==> src/rtl/noc_params.sv <==
// Router-wide sizing shared by the allocator and its arbiters.
package noc_params;

   localparam int PORT_NUM  = 5;
   localparam int VC_NUM    = 2;
   localparam int PORT_SIZE = (PORT_NUM > 1) ? $clog2(PORT_NUM) : 1;
   localparam int VC_SIZE   = (VC_NUM > 1) ? $clog2(VC_NUM) : 1;

   // Only PORT_NUM encodings are ever driven onto a port_t.
   typedef logic [PORT_SIZE-1:0] port_t;

endpackage

==> src/rtl/round_robin_arbiter.sv <==
// N-way round-robin arbiter: the first request at or after the pointer wins,
// and the pointer moves just past the winner only when the caller confirms the grant.
module round_robin_arbiter #(
   parameter int N = 2,
   localparam int IDX_W = (N > 1) ? $clog2(N) : 1
) (
   input  logic             clk,
   input  logic             rst,
   input  logic [N-1:0]     request_i,
   input  logic             update_i,
   output logic [N-1:0]     grant_o,
   output logic [IDX_W-1:0] grant_idx_o,
   output logic             valid_o
);

   logic [IDX_W-1:0] r_ptr;
   logic [IDX_W-1:0] w_idx;

   always_comb begin
      grant_o     = '0;
      grant_idx_o = '0;
      valid_o     = 1'b0;
      w_idx       = '0;
      for (int k = 0; k < N; k++) begin
         w_idx = IDX_W'((int'(r_ptr) + k) % N);
         if (!valid_o && request_i[w_idx]) begin
            valid_o        = 1'b1;
            grant_idx_o    = w_idx;
            grant_o[w_idx] = 1'b1;
         end
      end
   end

   always_ff @(posedge clk or negedge rst) begin
      if (!rst) begin
         r_ptr <= '0;
      end else if (update_i && valid_o) begin
         r_ptr <= (grant_idx_o == IDX_W'(N - 1)) ? '0 : grant_idx_o + IDX_W'(1);
      end
   end

endmodule

==> src/rtl/switch_allocator.sv <==
// Separable input-first switch allocator: per-input VC arbitration, then
// per-output port arbitration, with a registered crossbar setting for traversal.
module switch_allocator
   import noc_params::port_t;
   import noc_params::PORT_SIZE;
   import noc_params::VC_SIZE;
#(
   parameter int PORT_NUM = noc_params::PORT_NUM,
   parameter int VC_NUM   = noc_params::VC_NUM
) (
   input  logic                                      clk,
   input  logic                                      rst,
   input  logic  [PORT_NUM-1:0][VC_NUM-1:0]          request_i,
   input  port_t [PORT_NUM-1:0][VC_NUM-1:0]          out_port_i,
   input  logic  [PORT_NUM-1:0][VC_NUM-1:0][VC_SIZE-1:0] downstream_vc_i,
   input  logic  [PORT_NUM-1:0][VC_NUM-1:0]          on_off_i,
   output logic  [PORT_NUM-1:0]                      valid_sel_o,
   output logic  [PORT_NUM-1:0][VC_SIZE-1:0]         vc_sel_o,
   output logic  [PORT_NUM-1:0]                      xb_valid_o,
   output logic  [PORT_NUM-1:0][PORT_SIZE-1:0]       xb_sel_o,
   output logic  [PORT_NUM-1:0][VC_SIZE-1:0]         xb_vc_o
);

   logic [PORT_NUM-1:0][VC_NUM-1:0]    w_elig;
   logic [PORT_NUM-1:0][VC_NUM-1:0]    w_s1_grant;
   logic [PORT_NUM-1:0][VC_SIZE-1:0]   w_s1_idx;
   logic [PORT_NUM-1:0]                w_s1_valid;
   port_t [PORT_NUM-1:0]               w_s1_port;
   logic [PORT_NUM-1:0][VC_SIZE-1:0]   w_s1_dvc;

   logic [PORT_NUM-1:0][PORT_NUM-1:0]  w_s2_req;
   logic [PORT_NUM-1:0][PORT_NUM-1:0]  w_s2_grant;
   logic [PORT_NUM-1:0][PORT_SIZE-1:0] w_s2_idx;
   logic [PORT_NUM-1:0]                w_s2_valid;

   logic [PORT_NUM-1:0]                w_grant_in;

   logic [PORT_NUM-1:0]                r_xb_valid;
   logic [PORT_NUM-1:0][PORT_SIZE-1:0] r_xb_sel;
   logic [PORT_NUM-1:0][VC_SIZE-1:0]   r_xb_vc;

   genvar gi, gv;
   generate
      for (gi = 0; gi < PORT_NUM; gi++) begin : g_in
         for (gv = 0; gv < VC_NUM; gv++) begin : g_vc
            // Downstream credit is checked against the VC's own route, so a
            // blocked VC steps aside and lets a sibling VC compete instead.
            assign w_elig[gi][gv] = request_i[gi][gv]
                                  & on_off_i[out_port_i[gi][gv]][downstream_vc_i[gi][gv]];
         end

         round_robin_arbiter #(.N(VC_NUM)) u_vc_arb (
            .clk        (clk),
            .rst        (rst),
            .request_i  (w_elig[gi]),
            .update_i   (w_grant_in[gi]),
            .grant_o    (w_s1_grant[gi]),
            .grant_idx_o(w_s1_idx[gi]),
            .valid_o    (w_s1_valid[gi])
         );

         always_comb begin
            w_s1_port[gi] = '0;
            w_s1_dvc[gi]  = '0;
            for (int v = 0; v < VC_NUM; v++) begin
               if (w_s1_grant[gi][v]) begin
                  w_s1_port[gi] = w_s1_port[gi] | out_port_i[gi][v];
                  w_s1_dvc[gi]  = w_s1_dvc[gi] | downstream_vc_i[gi][v];
               end
            end
         end
      end

      for (gi = 0; gi < PORT_NUM; gi++) begin : g_out
         for (gv = 0; gv < PORT_NUM; gv++) begin : g_req
            assign w_s2_req[gi][gv] = w_s1_valid[gv] && (w_s1_port[gv] == PORT_SIZE'(gi));
         end

         round_robin_arbiter #(.N(PORT_NUM)) u_port_arb (
            .clk        (clk),
            .rst        (rst),
            .request_i  (w_s2_req[gi]),
            .update_i   (w_s2_valid[gi]),
            .grant_o    (w_s2_grant[gi]),
            .grant_idx_o(w_s2_idx[gi]),
            .valid_o    (w_s2_valid[gi])
         );

         // Unused outputs keep their last selection so the datapath mux stays quiet.
         always_ff @(posedge clk or negedge rst) begin
            if (!rst) begin
               r_xb_valid[gi] <= 1'b0;
               r_xb_sel[gi]   <= '0;
               r_xb_vc[gi]    <= '0;
            end else begin
               r_xb_valid[gi] <= w_s2_valid[gi];
               if (w_s2_valid[gi]) begin
                  r_xb_sel[gi] <= w_s2_idx[gi];
                  r_xb_vc[gi]  <= w_s1_dvc[w_s2_idx[gi]];
               end
            end
         end
      end

      for (gi = 0; gi < PORT_NUM; gi++) begin : g_grant
         always_comb begin
            w_grant_in[gi] = 1'b0;
            for (int o = 0; o < PORT_NUM; o++) begin
               w_grant_in[gi] = w_grant_in[gi] | w_s2_grant[o][gi];
            end
         end

         assign valid_sel_o[gi] = rst & w_grant_in[gi];
         assign vc_sel_o[gi]    = (rst && w_grant_in[gi]) ? w_s1_idx[gi] : '0;
      end
   endgenerate

   assign xb_valid_o = r_xb_valid;
   assign xb_sel_o   = r_xb_sel;
   assign xb_vc_o    = r_xb_vc;

endmodule

==> config.mk <==
export PLATFORM = sky130hd
export DESIGN_NAME = switch_allocator
export DESIGN_NICKNAME = d
export VERILOG_FILES = /design/src/rtl/noc_params.sv /design/src/rtl/round_robin_arbiter.sv /design/src/rtl/switch_allocator.sv
export SDC_FILE = /design/constraint.sdc
export NUM_CORES = 1
export LEC_CHECK = 0
export CORE_ASPECT_RATIO = 2
export CORE_MARGIN = 8
export CORE_UTILIZATION = 60
export CTS_BUF_LIST = sky130_fd_sc_hd__clkbuf_2
export CTS_CLUSTER_DIAMETER = 50
export CTS_CLUSTER_SIZE = 20
export DETAILED_ROUTE_END_ITERATION = 10
export PLACE_DENSITY = 0.82
export SETUP_SLACK_MARGIN = 0.4
export SYNTH_ARGS = -nofsm -noshare
export SYNTH_HDL_FRONTEND = slang
export SYNTH_HIERARCHICAL = 1
export SYNTH_SLANG_ARGS = --single-unit
==> constraint.sdc <==
create_clock -name clk -period 25.3 [get_ports clk]
set_input_delay 7.59 -clock clk [delete_from_list [all_inputs] [get_ports clk]]
set_output_delay 7.59 -clock clk [all_outputs]
set_load 0.01 [all_outputs]
Word level (Yosys, flattened, before mapping):

Index checks and enable logic that the tools add are counted.

* flip-flop bits (word level): 45
* bits in latches: 0
* memory bits (writable): 0
* memory bits (read-only): 0
* bits of input ports: 62
* output and inout port bits: 35
* logic and storage cells: 730
* memories: 0

* add/sub/neg operators: 35
* multipliers: 0
* div/mod/pow operators: 25
* order comparisons: 95
* equality and inequality tests: 25
* shifts and indexed selects: 0
* muxes and demuxes: 330
* bitwise gates (word level): 70
* reductions and logical operators: 125

Operators by type and width (count)
* $mod A32 B4 Y32 const B: 20
* $mux W1: 170
* $lt A3 B4 Y1 const B: 40
* $mod A4 B4 Y32 const B: 5
* $mux W5: 25
* $mux W3: 40
* $or A5 B5 Y5: 20
* $logic_and A1 B1 Y1: 95
* $bmux W1 S3: 30
* $demux W1 S3: 25
* $ge A3 B1 Y1 const B: 25
* $bmux W2 S3: 10
* $add A3 B2 Y4 const B: 10
* $lt A1 B2 Y1 const B: 20
* $mux W2: 20
* $eq A3 B2 Y1 const B: 10
* $eq A3 B3 Y1 const B: 10
* $logic_not A1 Y1: 25
* $or A1 B1 Y1: 25
* $add A3 B1 Y4 const B: 5
* $add A3 B3 Y4 const B: 5
* $add A3 B1 Y3 const B: 5
* $and A1 B1 Y1: 15
* $eq A3 B1 Y1 const B: 5
* other kinds (6): 45

Longest topological paths before layout:

* word-level depth: 37
* depth in mapped cells: 26
* depth with buffers taken out: 24

By module:

The synthesis kept the hierarchy.

By module, submodules not included
* round_robin_arbiter at g_out[1].u_port_arb ...: times used 3, cells each 275, area each 1998.2 um^2, sequential area each 75.1 um^2
* switch_allocator: times used 1, cells each 261, area each 2570.0 um^2, sequential area each 625.6 um^2
* round_robin_arbiter at g_out[4].u_port_arb: times used 1, cells each 249, area each 1954.4 um^2, sequential area each 75.1 um^2
* round_robin_arbiter at g_out[0].u_port_arb: times used 1, cells each 235, area each 1749.2 um^2, sequential area each 75.1 um^2
* round_robin_arbiter at g_in[0].u_vc_arb ...: times used 5, cells each 8, area each 68.8 um^2, sequential area each 25.0 um^2

Worst setup path after synthesis:

OpenSTA, ideal clock, no wires.

* path type: in2out
* start point: input out_port_i[27] (netlist name)
* end point: output vc_sel_o[2] (netlist name)
* data arrival time: 11.324 ns
* data required time: 17.710 ns
* path slack: 6.386 ns
* cell stages on the path: 20
* path buffers: 1
* path through: mux4_1 nand2_1 a221oi_2 a21boi_0 a22oi_1 nand2_1 nor3b_1 o221ai_1 o2bb2ai_1 a22oi_1 or2_1 clkbuf_1 and2_4 and2_1 nand2b_1 nor3_1 a311o_1 nor3_1 nand2_1 and3_1

RTL lines
* from (decl): RTL line switch_allocator.sv:14 `input port_t [PORT_NUM-1:0][VC_NUM-1:0] out_port_i,`
* to (decl): RTL line switch_allocator.sv:18 `output logic [PORT_NUM-1:0][VC_SIZE-1:0] vc_sel_o,`

==> run summary <==
WP data required: 17.71 ns
r2r endpoint: g_out[1].u_port_arb/r_ptr[1]$_DFFE_PN0P_
Fillers: 1901
Seq cells post-synth: 45
CTS tree: yes
DR vias: 13454
Routed Antenna Nets: 0
fin crit period: 21.49 ns
last element of the critical path: vc_sel_o[2]
vias in the first global route: 13304
CTS Hold Bufs: 0
CORE AREA: 20830 sq um
HPWL after detailed placement: 34290 um
Synth-to-Final Area Change: 9.217%
row count: 75
critical path type: in2out
GRT Util Overall: 0.3181
setup bufs post-CTS: 0
Final Hold Fails: 0
first-pass GRT wire length: 68610 um
period utilization: 0.8495
Die ar.: 26200 sq um
CTS root buf: clkbuf_2
Clock Latency Late Sink: 0.52 ns
outcome: complete, no violations
Sink Count: 45
H-tree depth: 2
worst r2r src: g_out[1].u_port_arb/r_ptr[0]$_DFFE_PN0P_
routed wire length: 43160 um
r2r setup slk: 19.07 ns
WL/cell: 22.20 um
initial antenna violation count: 1
Num CTS Buffers: 5
vias per cell: 6.921
post_cts resized: 0
Max Cap Viol: 0
dominant cell type by area after synthesis: ha_1
total grt overflow: 0
Initial Util: 0.6054
Worst Setup SP: on_off_i[9]
Distinct cells, synth: 118
Mapped Nets: 1768
Synth area leaders: ha_1 9.5%, dfrtp_1 8.9%, nand2_1 4.4%
Crit path arrival time: 13.90 ns
die height: 221.0 um
I/O Buffers: 96
ys flop type: dfrtp_1
clock slew at reported path FFs: 0.30 ns
RSZ-0062 raised after global routing: false
synth warn: 6
layout cells sized above 1: 0.1123
gpl congestion: 1.015
startpoint types: input pin
# DRC: 0
part of the Yosys area used for sequential elements: 0.08929
Setup Skew: 0.03521 ns
setup tns final: 0 ns
largest net degree at the start of global routing: 56
Iter 0 DRT Violations: 955
Mean Syn Cell Area: 7.834 sq um
drt first pass iters: 8
final count of pins violating max slew: 0
Rel. slew slack: 0.1314
IO Count: 97
mapped cell area: 12610 sq um
highest clock rate: 46.53 MHz
maximum root-to-sink buffer count: 2
ys async rst share: 1.000
reg2reg path depth: 23
Worst-Margin Slew: 1.300 ns
crit path capture type: output port
worst-path fanout max: 10
Final #Nets: 1831
HP Class: reg2reg
post-synthesis instance total: 1610
Die X: 118.5 um
final setup violation count: 0
number of synthesized flops with an enable pin: 0
Synth top area share: 0.09524
## metrics by stage
| stage | instances | util | cell area (sq um) | hold slack [ns] | setup slack, ns |
|---|---|---|---|---|---|
| 3_5_place_dp | 1935 | 0.6568 | 13680 | 0.4939 | 4.022 |
| 6_report | 1944 | 0.6612 | 13770 | 0.5295 | 3.807 |
| 5_1_grt | 1944 | 0.6612 | 13770 | 0.5413 | 3.493 |
| 2_1_floorplan | 1610 | - | 12610 | 0.4672 | 6.386 |
| 3_3_place_gp | 1935 | 0.6568 | 13680 | 0.4884 | 4.135 |
| 4_1_cts | 1943 | 0.6611 | 13770 | 0.5284 | 4.001 |
## cell usage in the layout (no fill, tap or decap), types with 20 or more instances in the layout
cell type        count
nor2b_1             41
a21oi_1             60
o22ai_1             20
a22oi_1             29
o21ai_0             48
mux2i_1             54
mux2_2              39
nor3b_1             28
ha_1                96
nand2b_1            35
nand3_1             52
inv_1               99
o211ai_1            22
clkdlybuf4s50_1     95
a31oi_1             39
dfrtp_1             45
nor3_1              45
nor2_1             110
nand2_1            149
xnor2_1             41
## worst min-delay path by stage
stage / cells after the start / start / endpoint / slack (ns)
final: 1 / register / register / 0.53
after global routing: 1 / register / register / 0.54
after CTS: 1 / register / register / 0.53
after detailed placement: 1 / register / register / 0.49
after global placement: 1 / register / register / 0.49
after floorplan: 1 / register / register / 0.47
## cell type report
type,instances,area (sq um),share of cell area
clock buffer,5,25.02,0.001817
clock inverter,3,65.06,0.004723
sequential,45,1126,0.08175
antenna,1,2.502,0.0001817
multi-input combinational,1397,10730,0.7787
tap,269,336.6,0.02443
inverter,113,424.2,0.03079
timing repair buffer,111,1069,0.07757
## worst max-delay path: stages
cell and delay, ns:
clkdlybuf4s50_1 0.70, mux4_1 0.33, nand2b_1 0.06, a221oi_1 0.58
a21boi_0 0.50, a22oi_1 0.21, nor3b_1 0.72, inv_1 0.23
nor2_1 0.15, a21oi_1 0.08, o311ai_1 0.30, mux2i_1 0.21
and2_4 0.23, and2_1 0.19, nand2b_1 0.13, nor3_1 0.07
a311o_1 0.39, nor3_1 0.26, nand2_1 0.23, and3_1 0.25
clkdlybuf4s50_1 0.47
## cells by family (layout without fill, tap and decap cells)
kind of cell	count (synthesis)	in the layout	synth area share
and+or+nand+nor	622	622	0.2682
AOI/OAI and AO/OA	500	500	0.3132
DFF	45	45	0.08929
xor gates and xnor gates	61	61	0.05099
muxes	118	118	0.1229
adders and majority gates	96	96	0.09524
other	0	1	0
buffers and inverters	168	232	0.06022
## synthesized netlist by cell type (10+ instances only)
cell and n:
a21boi_0 12, a21boi_1 11, a21o_1 19, a21oi_1 60, a22o_1 11, a22oi_1 29, a31oi_1 39, and2_1 19
and3_1 19, buf_2 28, buf_6 10, clkbuf_1 11, dfrtp_1 45, ha_1 96, inv_1 99, inv_2 12
mux2_2 39, mux2i_1 54, mux4_1 15, nand2_1 149, nand2b_1 35, nand3_1 52, nand3b_1 12, nand4_1 19
nand4b_1 15, nor2_1 110, nor2b_1 41, nor3_1 45, nor3b_1 28, o211ai_1 22, o21a_1 12, o21ai_0 48
o21ai_1 14, o22ai_1 20, o31ai_1 14, or3_1 14, xnor2_1 41
## routing by layer
metal | vias up | wire (um) | global-route usage
li1 | 6294 | - | -
met1 | 6392 | 15050 | 0.3110
met2 | 563 | 21940 | 0.5794
met3 | 205 | 2656 | 0.05075
met4 | 0 | 3521 | 0.2493
met5 | - | 0 | 0
Power is not shown: default switching activity piles up to over one toggle a cycle in this logic, so the estimate is an artifact.
